$ cat config.mk
export PLATFORM = sky130hd
export DESIGN_NAME = mmu_port_scheduler
export DESIGN_NICKNAME = d
export VERILOG_FILES = /design/src/rtl/mmu_port_scheduler_pkg.sv /design/src/rtl/mmu_flush_seq.sv /design/src/rtl/mmu_port_scheduler.sv
export SDC_FILE = /design/constraint.sdc
export NUM_CORES = 1
export LEC_CHECK = 0
export BUFFER_PORTS_ARGS = -buffer_cell sky130_fd_sc_hd__buf_2
export CAP_MARGIN = 25
export CORE_MARGIN = 2
export CORE_UTILIZATION = 27
export DETAILED_ROUTE_END_ITERATION = 12
export SETUP_SLACK_MARGIN = 0.05
export SYNTH_ARGS = -nofsm -noshare
export SYNTH_HDL_FRONTEND = slang
export SYNTH_SLANG_ARGS = --single-unit
$ cat constraint.sdc
create_clock -name clk -period 1.5 [get_ports clk]
set_input_delay 0.15 -clock clk [delete_from_list [all_inputs] [get_ports clk]]
set_output_delay 0.15 -clock clk [all_outputs]
set_load 0.03 [all_outputs]
$ cat src/rtl/mmu_port_scheduler_pkg.sv
// mmu_port_scheduler_pkg: MMU command/register/access/exception encodings shared with the MMU,
// plus the scheduler state type and the flush register order.
package mmu_port_scheduler_pkg;
   typedef enum logic [1:0] {
      MMU_CMD_NONE, MMU_CMD_READ_REG, MMU_CMD_WRITE_REG, MMU_CMD_WRITE_TLB
   } MMU_CMD_T;
   typedef enum logic [2:0] {
      MMU_REG_INDEX, MMU_REG_ENTRYLO0, MMU_REG_ENTRYLO1, MMU_REG_PAGEMASK, MMU_REG_ENTRYHI
   } MMU_REG_T;
   typedef enum logic [1:0] {MEM_ACCESS_R, MEM_ACCESS_W, MEM_ACCESS_X} MEM_ACCESS_T;
   typedef enum logic [2:0] {
      MMU_EXCEPTION_NONE, MMU_EXCEPTION_TLBMISS, MMU_EXCEPTION_TLBL, MMU_EXCEPTION_TLBS,
      MMU_EXCEPTION_MOD
   } MMU_EXCEPTION_T;
   typedef enum logic [2:0] {IDLE, XLATE, CAPTURE, FL_CLR, FL_IDX, FL_WR} MMU_SCHED_STATE_T;
   function automatic MMU_REG_T clr_reg(input logic [1:0] step);
      return step == 2'd0 ? MMU_REG_ENTRYHI :
             step == 2'd1 ? MMU_REG_PAGEMASK :
             step == 2'd2 ? MMU_REG_ENTRYLO0 : MMU_REG_ENTRYLO1;
   endfunction
endpackage

$ cat src/rtl/mmu_flush_seq.sv
// mmu_flush_seq: step/index counters and MMU command generation for the TLB flush states.
module mmu_flush_seq
   import mmu_port_scheduler_pkg::*;
#(
   parameter int ENTRY_ADDR_WIDTH = 3
) (
   input  logic                   clk,
   input  logic                   res,
   input  logic                   start,
   input  MMU_SCHED_STATE_T       state,
   output logic                   clr_last,
   output logic                   done,
   output MMU_CMD_T               mmu_cmd,
   output MMU_REG_T               mmu_reg,
   output logic [31:0]            mmu_dataIn
);
   logic [1:0]                  step_q, step_d;
   logic [ENTRY_ADDR_WIDTH-1:0] idx_q, idx_d;
   always_ff @(posedge clk or negedge res)
      if (!res) begin
         step_q <= '0;
         idx_q  <= '0;
      end else begin
         step_q <= step_d;
         idx_q  <= idx_d;
      end
   always_comb begin
      step_d     = start ? 2'd0 : state == FL_CLR ? step_q + 2'd1 : step_q;
      idx_d      = start ? '0 : state == FL_WR ? idx_q + ENTRY_ADDR_WIDTH'(1) : idx_q;
      clr_last   = state == FL_CLR && step_q == 2'd3;
      done       = state == FL_WR && &idx_q;
      mmu_cmd    = (state == FL_CLR || state == FL_IDX) ? MMU_CMD_WRITE_REG :
                   state == FL_WR ? MMU_CMD_WRITE_TLB : MMU_CMD_NONE;
      mmu_reg    = state == FL_CLR ? clr_reg(step_q) : MMU_REG_INDEX;
      mmu_dataIn = state == FL_IDX ? 32'(idx_q) : 32'd0;
   end
endmodule

$ cat src/rtl/mmu_port_scheduler.sv
// mmu_port_scheduler: shares the MMU translation port between I and D and runs whole-TLB flushes.
// Define MMU_SCHED_RESET_FLUSH_EN to run a full flush automatically after reset.
module mmu_port_scheduler
   import mmu_port_scheduler_pkg::*;
#(
   parameter int ENTRY_ADDR_WIDTH = 3
) (
   input  logic           clk,
   input  logic           res,
   input  logic           i_req,
   input  logic [31:0]    i_vAddr,
   output logic           i_ack,
   output logic [31:0]    i_pAddr,
   output MMU_EXCEPTION_T i_exception,
   input  logic           d_req,
   input  logic [31:0]    d_vAddr,
   input  MEM_ACCESS_T    d_accessType,
   output logic           d_ack,
   output logic [31:0]    d_pAddr,
   output MMU_EXCEPTION_T d_exception,
   input  logic           flush_req,
   output logic           busy,
   output logic           addrValid,
   output logic [31:0]    vAddr,
   output MEM_ACCESS_T    mmu_accessType,
   input  logic [31:0]    pAddr,
   input  MMU_EXCEPTION_T mmu_exception,
   output MMU_CMD_T       mmu_cmd,
   output MMU_REG_T       mmu_reg,
   output logic [31:0]    mmu_dataIn
);
`ifdef MMU_SCHED_RESET_FLUSH_EN
   localparam logic FLUSH_RST = 1'b1;
`else
   localparam logic FLUSH_RST = 1'b0;
`endif
   MMU_SCHED_STATE_T state_q, state_d;
   logic             last_q, last_d, side_q, side_d, flush_pending_q, flush_pending_d;
   logic             i_ack_q, i_ack_d, d_ack_q, d_ack_d;
   logic [31:0]      vaddr_q, vaddr_d, i_pa_q, i_pa_d, d_pa_q, d_pa_d;
   MEM_ACCESS_T      acc_q, acc_d;
   MMU_EXCEPTION_T   i_exc_q, i_exc_d, d_exc_q, d_exc_d;
   logic             i_elig, d_elig, grant_d, fl_start, clr_last, fl_done;
   // A side still showing its ack is not re-served by the request it is about to drop.
   assign i_elig   = i_req && !i_ack_q;
   assign d_elig   = d_req && !d_ack_q;
   assign grant_d  = d_elig && (!i_elig || !last_q);
   assign fl_start = state_q == IDLE && flush_pending_q;
   always_ff @(posedge clk or negedge res)
      if (!res) begin
         state_q         <= IDLE;
         last_q          <= 1'b0;
         side_q          <= 1'b0;
         flush_pending_q <= FLUSH_RST;
         i_ack_q         <= 1'b0;
         d_ack_q         <= 1'b0;
         vaddr_q         <= '0;
         i_pa_q          <= '0;
         d_pa_q          <= '0;
         acc_q           <= MEM_ACCESS_R;
         i_exc_q         <= MMU_EXCEPTION_NONE;
         d_exc_q         <= MMU_EXCEPTION_NONE;
      end else begin
         state_q         <= state_d;
         last_q          <= last_d;
         side_q          <= side_d;
         flush_pending_q <= flush_pending_d;
         i_ack_q         <= i_ack_d;
         d_ack_q         <= d_ack_d;
         vaddr_q         <= vaddr_d;
         i_pa_q          <= i_pa_d;
         d_pa_q          <= d_pa_d;
         acc_q           <= acc_d;
         i_exc_q         <= i_exc_d;
         d_exc_q         <= d_exc_d;
      end
   always_comb begin
      state_d         = state_q;
      last_d          = last_q;
      side_d          = side_q;
      flush_pending_d = flush_pending_q || flush_req;
      i_ack_d         = 1'b0;
      d_ack_d         = 1'b0;
      vaddr_d         = vaddr_q;
      acc_d           = acc_q;
      i_pa_d          = i_pa_q;
      d_pa_d          = d_pa_q;
      i_exc_d         = i_exc_q;
      d_exc_d         = d_exc_q;
      case (state_q)
         IDLE:
            if (flush_pending_q) begin
               state_d         = FL_CLR;
               flush_pending_d = flush_req;
            end else if (i_elig || d_elig) begin
               state_d = XLATE;
               side_d  = grant_d;
               last_d  = grant_d;
               vaddr_d = grant_d ? d_vAddr : i_vAddr;
               acc_d   = grant_d ? d_accessType : MEM_ACCESS_R;
            end
         XLATE:   state_d = CAPTURE;
         CAPTURE: begin
            state_d = IDLE;
            if (side_q) begin
               d_ack_d = 1'b1;
               d_pa_d  = pAddr;
               d_exc_d = mmu_exception;
            end else begin
               i_ack_d = 1'b1;
               i_pa_d  = pAddr;
               i_exc_d = mmu_exception;
            end
         end
         FL_CLR:  state_d = clr_last ? FL_IDX : FL_CLR;
         FL_IDX:  state_d = FL_WR;
         FL_WR:   state_d = fl_done ? IDLE : FL_IDX;
         default: state_d = IDLE;
      endcase
   end
   mmu_flush_seq #(.ENTRY_ADDR_WIDTH(ENTRY_ADDR_WIDTH)) u_flush (
      .clk       (clk),
      .res       (res),
      .start     (fl_start),
      .state     (state_q),
      .clr_last  (clr_last),
      .done      (fl_done),
      .mmu_cmd   (mmu_cmd),
      .mmu_reg   (mmu_reg),
      .mmu_dataIn(mmu_dataIn)
   );
   assign busy           = flush_pending_q || state_q == FL_CLR || state_q == FL_IDX || state_q == FL_WR;
   assign addrValid      = state_q == XLATE;
   assign vAddr          = vaddr_q;
   assign mmu_accessType = acc_q;
   assign i_ack          = i_ack_q;
   assign d_ack          = d_ack_q;
   assign i_pAddr        = i_pa_q;
   assign d_pAddr        = d_pa_q;
   assign i_exception    = i_exc_q;
   assign d_exception    = d_exc_q;
endmodule

# Word level (Yosys, flattened, before mapping)

Index checks and enable logic that the tools add are counted.
Widths: inputs -> output; s select.

Register bits: 116
Bits of input ports: 106
Output and inout bits: 145
Word-level logic and storage cells: 75

Add/sub/neg operators: 2
Eq/ne operators: 9
Multiplexer cells: 24
Bitwise logic cells: 2
Reduce and logical (&&, ||, !) cells: 25

Operators with widths:

| cell                | number |
|---|---|
| $mux 32             | 1 |
| $mux 3              | 10 |
| $pmux 3 s5          | 1 |
| $mux 2              | 6 |
| $logic_or 1x1->1    | 7 |
| $eq 3x2->1 const B  | 2 |
| $eq 3x3->1 const B  | 2 |
| $logic_and 1x1->1   | 6 |
| $mux 1              | 6 |
| $reduce_and 3->1    | 2 |
| $eq 2x2->1 const B  | 2 |
| $logic_not 1->1     | 4 |
| $reduce_and 2->1    | 2 |
| $reduce_bool 2->1   | 2 |
| $add 3x1->3 const B | 1 |
| $eq 3x1->1 const B  | 1 |
| $logic_not 3->1     | 1 |
| $ne 3x2->1 const B  | 1 |
| $add 2x1->2 const B | 1 |
| $eq 2x1->1 const B  | 1 |
| $logic_not 2->1     | 1 |
| $not 1->1           | 2 |

# Depth between registers and ports, before layout

Gate-level depths: netlist (run 1).

Word-level depth: 6
Mapped depth: 7
Gate-level depth less buffers: 4

# Modules after synthesis

Synthesis (run 1) repeated with hierarchy kept, for this count alone.

Cells, all modules: 442
Area, all modules: 5170.0 um2

Modules (own cells, without submodules):

| module             | times used | cells an instance | area each (um2) |
|---|---|---|---|
| mmu_port_scheduler | 1          | 369               | 4533.1 |
| mmu_flush_seq      | 1          | 73                | 636.9 |

# Least setup slack after synthesis (run 1)

No wires, ideal clock.

Kind: reg2out
From: register state_q[2]
To: output port mmu_reg[1]
Data arrival time: 1.622 ns
Required time: 1.350 ns
Setup slack: -0.272 ns
Cell stages (with the launch flop): 5
Buffers on the path: 1
Cells stage by stage: dfrtp_1 buf_2 nor2b_1 nand2_1 nor3_1

Cells in the longest elaborated chain, start to end: 2

Ends and longest elaborated chain:

| element                | RTL line                 | source |
|---|---|---|
| start, declared        | mmu_port_scheduler.sv:37 | `MMU_SCHED_STATE_T state_q, state_d;` |
| start signal, assigned | mmu_port_scheduler.sv:64 | `state_q <= state_d;` |
| $eq 3x2->1             | mmu_flush_seq.sv:34      | `mmu_reg = state == FL_CLR ? clr_reg(step_q) : MMU_REG_INDEX;` |
| $mux 3                 | mmu_flush_seq.sv:34      |  |
| end, declared          | mmu_port_scheduler.sv:29 | `output MMU_REG_T mmu_reg,` |

Every way passes these cells.

# Final worst setup path (run 1)

From: register state_q[0]
To: output port busy

Cells in the longest elaborated chain, start to end: 4
Elaborated cells between the ends (all ways): 6
Those cells by class: 3 x eq/ne; 3 x reduce/logical

Ends and longest elaborated chain:

| element                       | RTL line                  | source |
|---|---|---|
| $eq 3x2->1                    | mmu_port_scheduler.sv:132 | `assign busy = flush_pending_q \|\| state_q == FL_CLR \|\| state_q == FL_IDX \|\| state_q == FL_WR;` |
| $logic_or 1x1->1 (2 in a row) | mmu_port_scheduler.sv:132 |  |
| $logic_or 1x1->1 (*)          | mmu_port_scheduler.sv:132 |  |
| end, declared                 | mmu_port_scheduler.sv:22  | `output logic busy,` |

Every way passes the cells marked *; elsewhere a longest branch is shown, timed or not.

==> results.yml, run 1 <==
grt:
  grt_pass1_wl_um: 26600
  grt.overflow.total: 0
  first_global_vias: 5080
  grtUsageTotal: 0.169
  antenna_found_initial: 0
  grt_max_degree: 58
drt:
  wl_met3_um: 1110
  avgRoutedWirePerCell_um: 17.2
  drt_pass1_iterations: 4
  route.top_layer_used: "met4"
  drt_first_iter_violations: 167
  wl_met1_um: 7170
  routed_via_density: 4.55
  vias: 4831
  route.met2.wl_um: 9530
  drt-total-wl_um: 18300
  ant_nets: 0
  drc_errors: 0
layout:
  nNetsFinal: 928
  syn_to_final_growth_pct: 86.3
  utilization: 0.515
  nFillCells: 1539
  fin_area_um2: 9670
  diodes: 0
  layout-drive-gt1-share: 0.563
status:
  violations: "setup timing"
  status: "finished, violations left"
worst_setup_path:
  critPathCaptureType: "primary output"
  critPathKind: "flop to primary output"
  cp-startpoint: "state_q[0]$_DFFE_PN0P_"
  critical_path.max_fanout: 4
  startpoint_type: "flop"
  cp_data_required_time_ns: 1.35
  critPathSlowestCell: "dfrtp_1"
  path_delay_family: "simple AND/OR/NAND/NOR gates"
  r2r-start: "state_q[0]$_DFFE_PN0P_"
  path_cells: "buf_6 -> nor2b_4 -> nand2_2 -> nand2_2 -> or2_4 -> buf_6"
  arrival_ns: 1.57
  cpPeakStageDelay_ns: 0.39
  crit_buf_inv: 2
placed_design:
  place_congestion: 0.758
  portBuffers: 221
  dp_hpwl_um: 9370
  place_area_um2: 6590
  dp_slack_ns: 0.00948
pwr:
  power_density_nw_per_um2: 2010
  power_frac_clock: 0.216
  power_mw: 19.5
  p_comb_frac: 0.530
  leakage_nw: 4.83
  intPower_mw: 12.0
  vdd_drop_max_v: 0.00120
  pwr-share-seq: 0.254
  p_sw_mw: 7.52
  p_sw_frac: 0.386
timing:
  fin_crit_sh: 1.14
  drv_slew: 0
  max_clock_freq_ghz: 0.583
  layout_setup_ws_ns: -0.215
  fin_skew_ns: 0.0102
  rsz0062_at_grt: "true"
  hold_viol: 0
  setup_violations: 103
  holdWs_ns: 0.0569
  min_period_ns: 1.72
yosys:
  synthCells: 434
  ys_seq_area_frac: 0.559
  synth_cell_type_count: 36
  syn_avg_cell_area_um2: 12.0
  yosys_warnings: 0
  synth.cell_area_um2: 5190
  ys_ff_latch: 116
clock_network:
  htreeDepth: 4
  clock-root-buffer: "clkbuf_16"
  cts_tree: "done"
  path_clk_slew_ns: 0.06
  clock_sinks: 116
  worstSkewPairLatency_ns: 0.41
  clk_path_buf_depth: 2
  numCtsBuffers: 17
floorplan:
  ios: 251
  die_h_um: 143
  initial_utilization: 0.277
  die_w_um: 143
  core_area_um2: 18800
  rows: 50
  die_area_um2: 20400
min_path:
  hp-start: "d_vAddr[26]"
  min_path_type: "primary input to flop"
run:
  drv_cap: 0
[cell usage after synthesis, drive strengths merged]
library cell / n / share of area
o41ai: 1 / 0.0017
a31oi: 32 / 0.039
nor2b: 4 / 0.0053
nor3: 1 / 0.00096
a21oi: 6 / 0.0065
a211oi: 1 / 0.0014
dfrtp: 116 / 0.56
conb: 1 / 0.00072
o21a: 2 / 0.0029
a21o: 2 / 0.0029
ha: 5 / 0.012
and2: 1 / 0.0012
mux2: 71 / 0.17
nand2b: 4 / 0.0048
nand3: 3 / 0.0029
or2: 1 / 0.0012
and3: 6 / 0.0072
o22a: 2 / 0.0034
o31ai: 1 / 0.0014
buf: 50 / 0.073
inv: 4 / 0.0029
clkbuf: 4 / 0.0031
nand2: 69 / 0.050
o22ai: 1 / 0.0012
o21bai: 1 / 0.0014
nor2: 41 / 0.034
o211a: 1 / 0.0019
o21ai: 3 / 0.0029
[stage by stage]
stage	cells	setup TNS [ns]
2_1_floorplan	462	0
3_3_place_gp	882	0
3_5_place_dp	882	0
4_1_cts	1056	-8.49
5_1_grt	1062	-13.81
6_report	1062	-7.53
[layout make-up]
cell class / count / area, um2 / area share
inverter: 4 / 15.0 / 0.00155
clock buffer: 22 / 494 / 0.0511
multi-input combinational: 288 / 2670 / 0.276
tap: 234 / 293 / 0.0303
clock inverter: 8 / 124 / 0.0128
sequential: 116 / 2910 / 0.300
timing repair buffer: 390 / 3180 / 0.328
[sequential cells by signal, summed over array words and instances (netlist names), 2 cells and up]
| register | flops |
|---|---|
| d_pAddr | 32 |
| state_q | 3 |
| i_exception | 3 |
| u_flush.idx_q | 3 |
| i_pAddr | 32 |
| u_flush.step_q | 2 |
| vAddr | 32 |
| d_exception | 3 |
| mmu_accessType | 2 |
[worst paths after layout]
check                                               end  slack (ns)  cells past startpoint
worst max-delay path                               busy       -0.22                      6
worst min-delay path              vAddr[26]$_DFFE_PN0P_        0.06                      3
worst max register to register  d_pAddr[10]$_DFFE_PN0P_       -0.12                      6
worst min register to register  i_pAddr[16]$_DFFE_PN0P_        0.50                      1
max in group asynchronous         vAddr[16]$_DFFE_PN0P_        0.71                      3
min in group asynchronous       i_pAddr[25]$_DFFE_PN0P_        0.17                      2
[cells in the final DEF (no fill, tap or decap), drive strengths merged]
cell / count
o211a: 1
nor2: 41
clkinvlp: 2
o41ai: 1
dfrtp: 116
o31ai: 1
nand3: 3
o22a: 2
a31oi: 32
o21a: 2
ha: 5
nor3: 1
bufinv: 3
nor2b: 4
conb: 29
a211oi: 1
dlygate4sd3: 95
and3: 6
and2: 1
clkbuf: 25
o21ai: 3
o21bai: 1
clkinv: 3
or2: 1
a21oi: 6
a21o: 2
o22ai: 1
nand2b: 4
mux2: 71
nand2: 69
inv: 4
buf: 292
[power groups by stage]
stage / sequential, mW / clock (mW) / combinational [mW]
after floorplan: 6.82 / 0 / 3.01
after global placement: 4.90 / 0 / 6.87
after detailed placement: 4.90 / 0 / 6.94
after CTS: 4.89 / 4.33 / 9.42
after global routing: 5.07 / 4.49 / 10.9
final: 4.94 / 4.21 / 10.3
[what timing repair did]
action	in CTS	in global routing
cloned	14	3
endpoints found under the setup margin	61	117
buffers inserted	35	16
gates resized for setup	126	61
endpoints found under the hold margin	211	0
hold buffers	95	0
pin swaps	15	10
[kinds of logic (layout without fill, tap and decap cells)]
kind of cell | Yosys count | in the layout | share of synthesized area
and+or+nand+nor | 130 | 130 | 0.107
other | 1 | 29 | 0.000722
buffers and inverters | 58 | 424 | 0.0793
AOI/OAI and AO/OA | 53 | 53 | 0.0663
DFF | 116 | 116 | 0.559
muxes | 71 | 71 | 0.175
adders and majority gates | 5 | 5 | 0.0121
[worst register-to-register path: cells and delay by family, from the launching register on]
kind / cells / cell delay, ns
flops: 1 / 0.39
simple gates: 2 / 0.38
buf+inv: 3 / 0.43
mux: 1 / 0.31
[layer usage]
layer,track usage,vias to the layer above
met2,0.298,217
met4,0.0745,0
met3,0.0526,32
met5,0,-
li1,-,2190
met1,0.188,2392
No activity file was read; power rests on OpenSTA's default activity.
==> run 2: changes to the inputs <==
==> constraint.sdc (replaced) <==
create_clock -name clk -period 1.5 [get_ports clk]
set_input_delay 0.15 -clock clk [delete_from_list [all_inputs] [get_ports clk]]
set_output_delay 0.15 -clock clk [all_outputs]
set_load 0.005 [all_outputs]
==> run 2 against run 1 <==
The flow still finishes with violations (setup timing). Flip-flop and latch count is the same. First-iteration DRC count is 18% lower. Design area down 6.9%. Worst hold slack lost 0.047 ns. Utilization shrank 3.6 points. Routed wire length decreased by 6.9%. Clock skew fell by 0.0033 ns. Fmax increased by 3.5%. Register-to-register slack got worse by 0.04 ns. Die area stayed put. Clock power down 4%. Critical endpoint is now vAddr[14]$_DFFE_PN0P_.
==> results.yml, run 2 (same netlist as run 1, synthesis figures left out) <==
pwr:
  power_density_nw_per_um2: 1740
  power_frac_clock: 0.258
  pwr-share-seq: 0.314
  power_mw: 15.6
  p_sw_mw: 4.78
  vdd_drop_max_v: 0.000781
  leakage_nw: 4.61
  p_sw_frac: 0.306
  p_comb_frac: 0.427
  intPower_mw: 10.9
timing:
  rsz0062_at_grt: "true"
  fin_crit_sh: 1.10
  min_period_ns: 1.66
  setup_violations: 114
  max_clock_freq_ghz: 0.603
  holdWs_ns: 0.0101
  layout_setup_ws_ns: -0.157
  tns_ns: -9.83
  hold_viol: 0
  fin_skew_ns: 0.00690
  drv_slew: 0
run:
  drv_cap: 0
floorplan:
  core_area_um2: 18800
  rows: 50
  die_h_um: 143
  ios: 251
  initial_utilization: 0.277
  die_w_um: 143
  die_area_um2: 20400
worst_setup_path:
  arrival_ns: 1.98
  critPathKind: "flop to flop"
  critical_path.most_common_cell: "buf_6"
  critPathCaptureType: "flop"
  cp_data_required_time_ns: 1.82
  r2r-start: "state_q[2]$_DFFE_PN0P_"
  path_cells: "buf_6 -> buf_4 -> nor2_4 -> o211a_4 -> buf_6 -> bufbuf_16 -> nor2_1 -> a31oi_1"
  cpPeakStageDelay_ns: 0.40
  startpoint_type: "flop"
  cp-startpoint: "state_q[2]$_DFFE_PN0P_"
  critical_path.max_fanout: 6
  critPathSlowestCell: "dfrtp_1"
placed_design:
  place_congestion: 0.782
  dp_hpwl_um: 9740
  place_area_um2: 6590
  portBuffers: 221
  dp_slack_ns: 0.00604
  dp_cells: 886
grt:
  grt_max_degree: 39
  antenna_found_initial: 1
  first_global_vias: 4888
  grt_pass1_wl_um: 25300
  grt.overflow.total: 0
  grtUsageTotal: 0.161
layout:
  layout-drive-gt1-share: 0.494
  nFillCells: 1656
  layout_common_cells: "buf_2 (215), dfrtp_1 (115), dlygate4sd3_1 (96)"
  final_common_cell: "buf_2"
  nNetsFinal: 912
  fin_cells: 1047
  syn_to_final_growth_pct: 73.5
  fin_area_um2: 9000
  utilization: 0.480
status:
  status: "finished, violations left"
  violations: "setup timing"
drt:
  avgRoutedWirePerCell_um: 16.3
  drt-total-wl_um: 17000
  ant_nets: 0
  drc_errors: 0
  vias: 4633
  drt_first_iter_violations: 137
  routed_via_density: 4.43
  drt_pass1_iterations: 4
clock_network:
  worstSkewPairLatency_ns: 0.40
  clock_sinks: 116
  numCtsBuffers: 17
  htreeDepth: 4
  cts_tree: "done"
  clock-root-buffer: "clkbuf_16"
  path_clk_slew_ns: 0.06
  clk_path_buf_depth: 2
min_path:
  min_path_type: "primary input to flop"
  hp-start: "pAddr[3]"
==> run 2: cell count changes in the layout (fill, tap and decap cells not counted), moves of 4 or more <==
cell	before	now
nor2_1	20	36
buf_4	29	17
a31oi_1	7	28
nor2_2	15	0
mux2_2	0	14
buf_6	24	14
a31oi_4	24	0
buf_2	210	215
mux2_4	71	57
clkbuf_8	5	1
==> run 2: path summary, 6_finish.rpt <==
kind / end / slack (ns) / cells past startpoint
min in group asynchronous: i_pAddr[9]$_DFFE_PN0P_ / 0.17 / 2
hold / removal: i_pAddr[3]$_DFFE_PN0P_ / 0.01 / 2
max in group asynchronous: vAddr[11]$_DFFE_PN0P_ / 0.81 / 3
setup / recovery: vAddr[14]$_DFFE_PN0P_ / -0.16 / 8
setup reg to reg: vAddr[14]$_DFFE_PN0P_ / -0.16 / 8
hold reg to reg: i_pAddr[1]$_DFFE_PN0P_ / 0.50 / 1
==> run 2: power by group through the flow <==
stage	clock network (mW)	logic, mW	registers [mW]
finish	4.04	6.68	4.91
global route	4.31	7.22	5.05
CTS	4.13	5.97	4.88
detailed placement	0	4.76	4.91
global placement	0	4.68	4.89
floorplan	0	2.74	4.94
==> run 2: metal layers <==
metal	vias up	part of all wire	wire [um]	global-route usage
li1	2156	-	-	-
met1	2237	0.40	6800	0.178
met2	218	0.51	8630	0.289
met3	20	0.076	1300	0.0587
met4	2	0.017	289	0.0511
met5	-	0.00070	12	0
==> run 2: layout make-up <==
class	instances	area (um2)	area share
Inverter	4	15.0	0.00167
Sequential cell	116	2900	0.322
Clock inverter	10	135	0.0150
Antenna cell	2	5.00	0.000556
Tap cell	234	293	0.0325
Multi-Input combinational cell	288	2180	0.243
Timing Repair Buffer	374	3030	0.336
Clock buffer	19	443	0.0492
==> run 2: critical path: cells and delay by family (launching register included) <==
kind                   cells  cell delay (ns)
DFF                        1             0.40
AOI/OAI and AO/OA          2             0.36
buffers and inverters      4             0.67
and+or+nand+nor            2             0.14
==> run 2: timing repair <==
action,CTS,global route
cloned,10,5
hold buffers,96,0
setup buffers,21,1
hold endpoints to repair,219,0
pin swaps,10,8
resized for setup,65,29
endpoints found under the setup margin,103,115
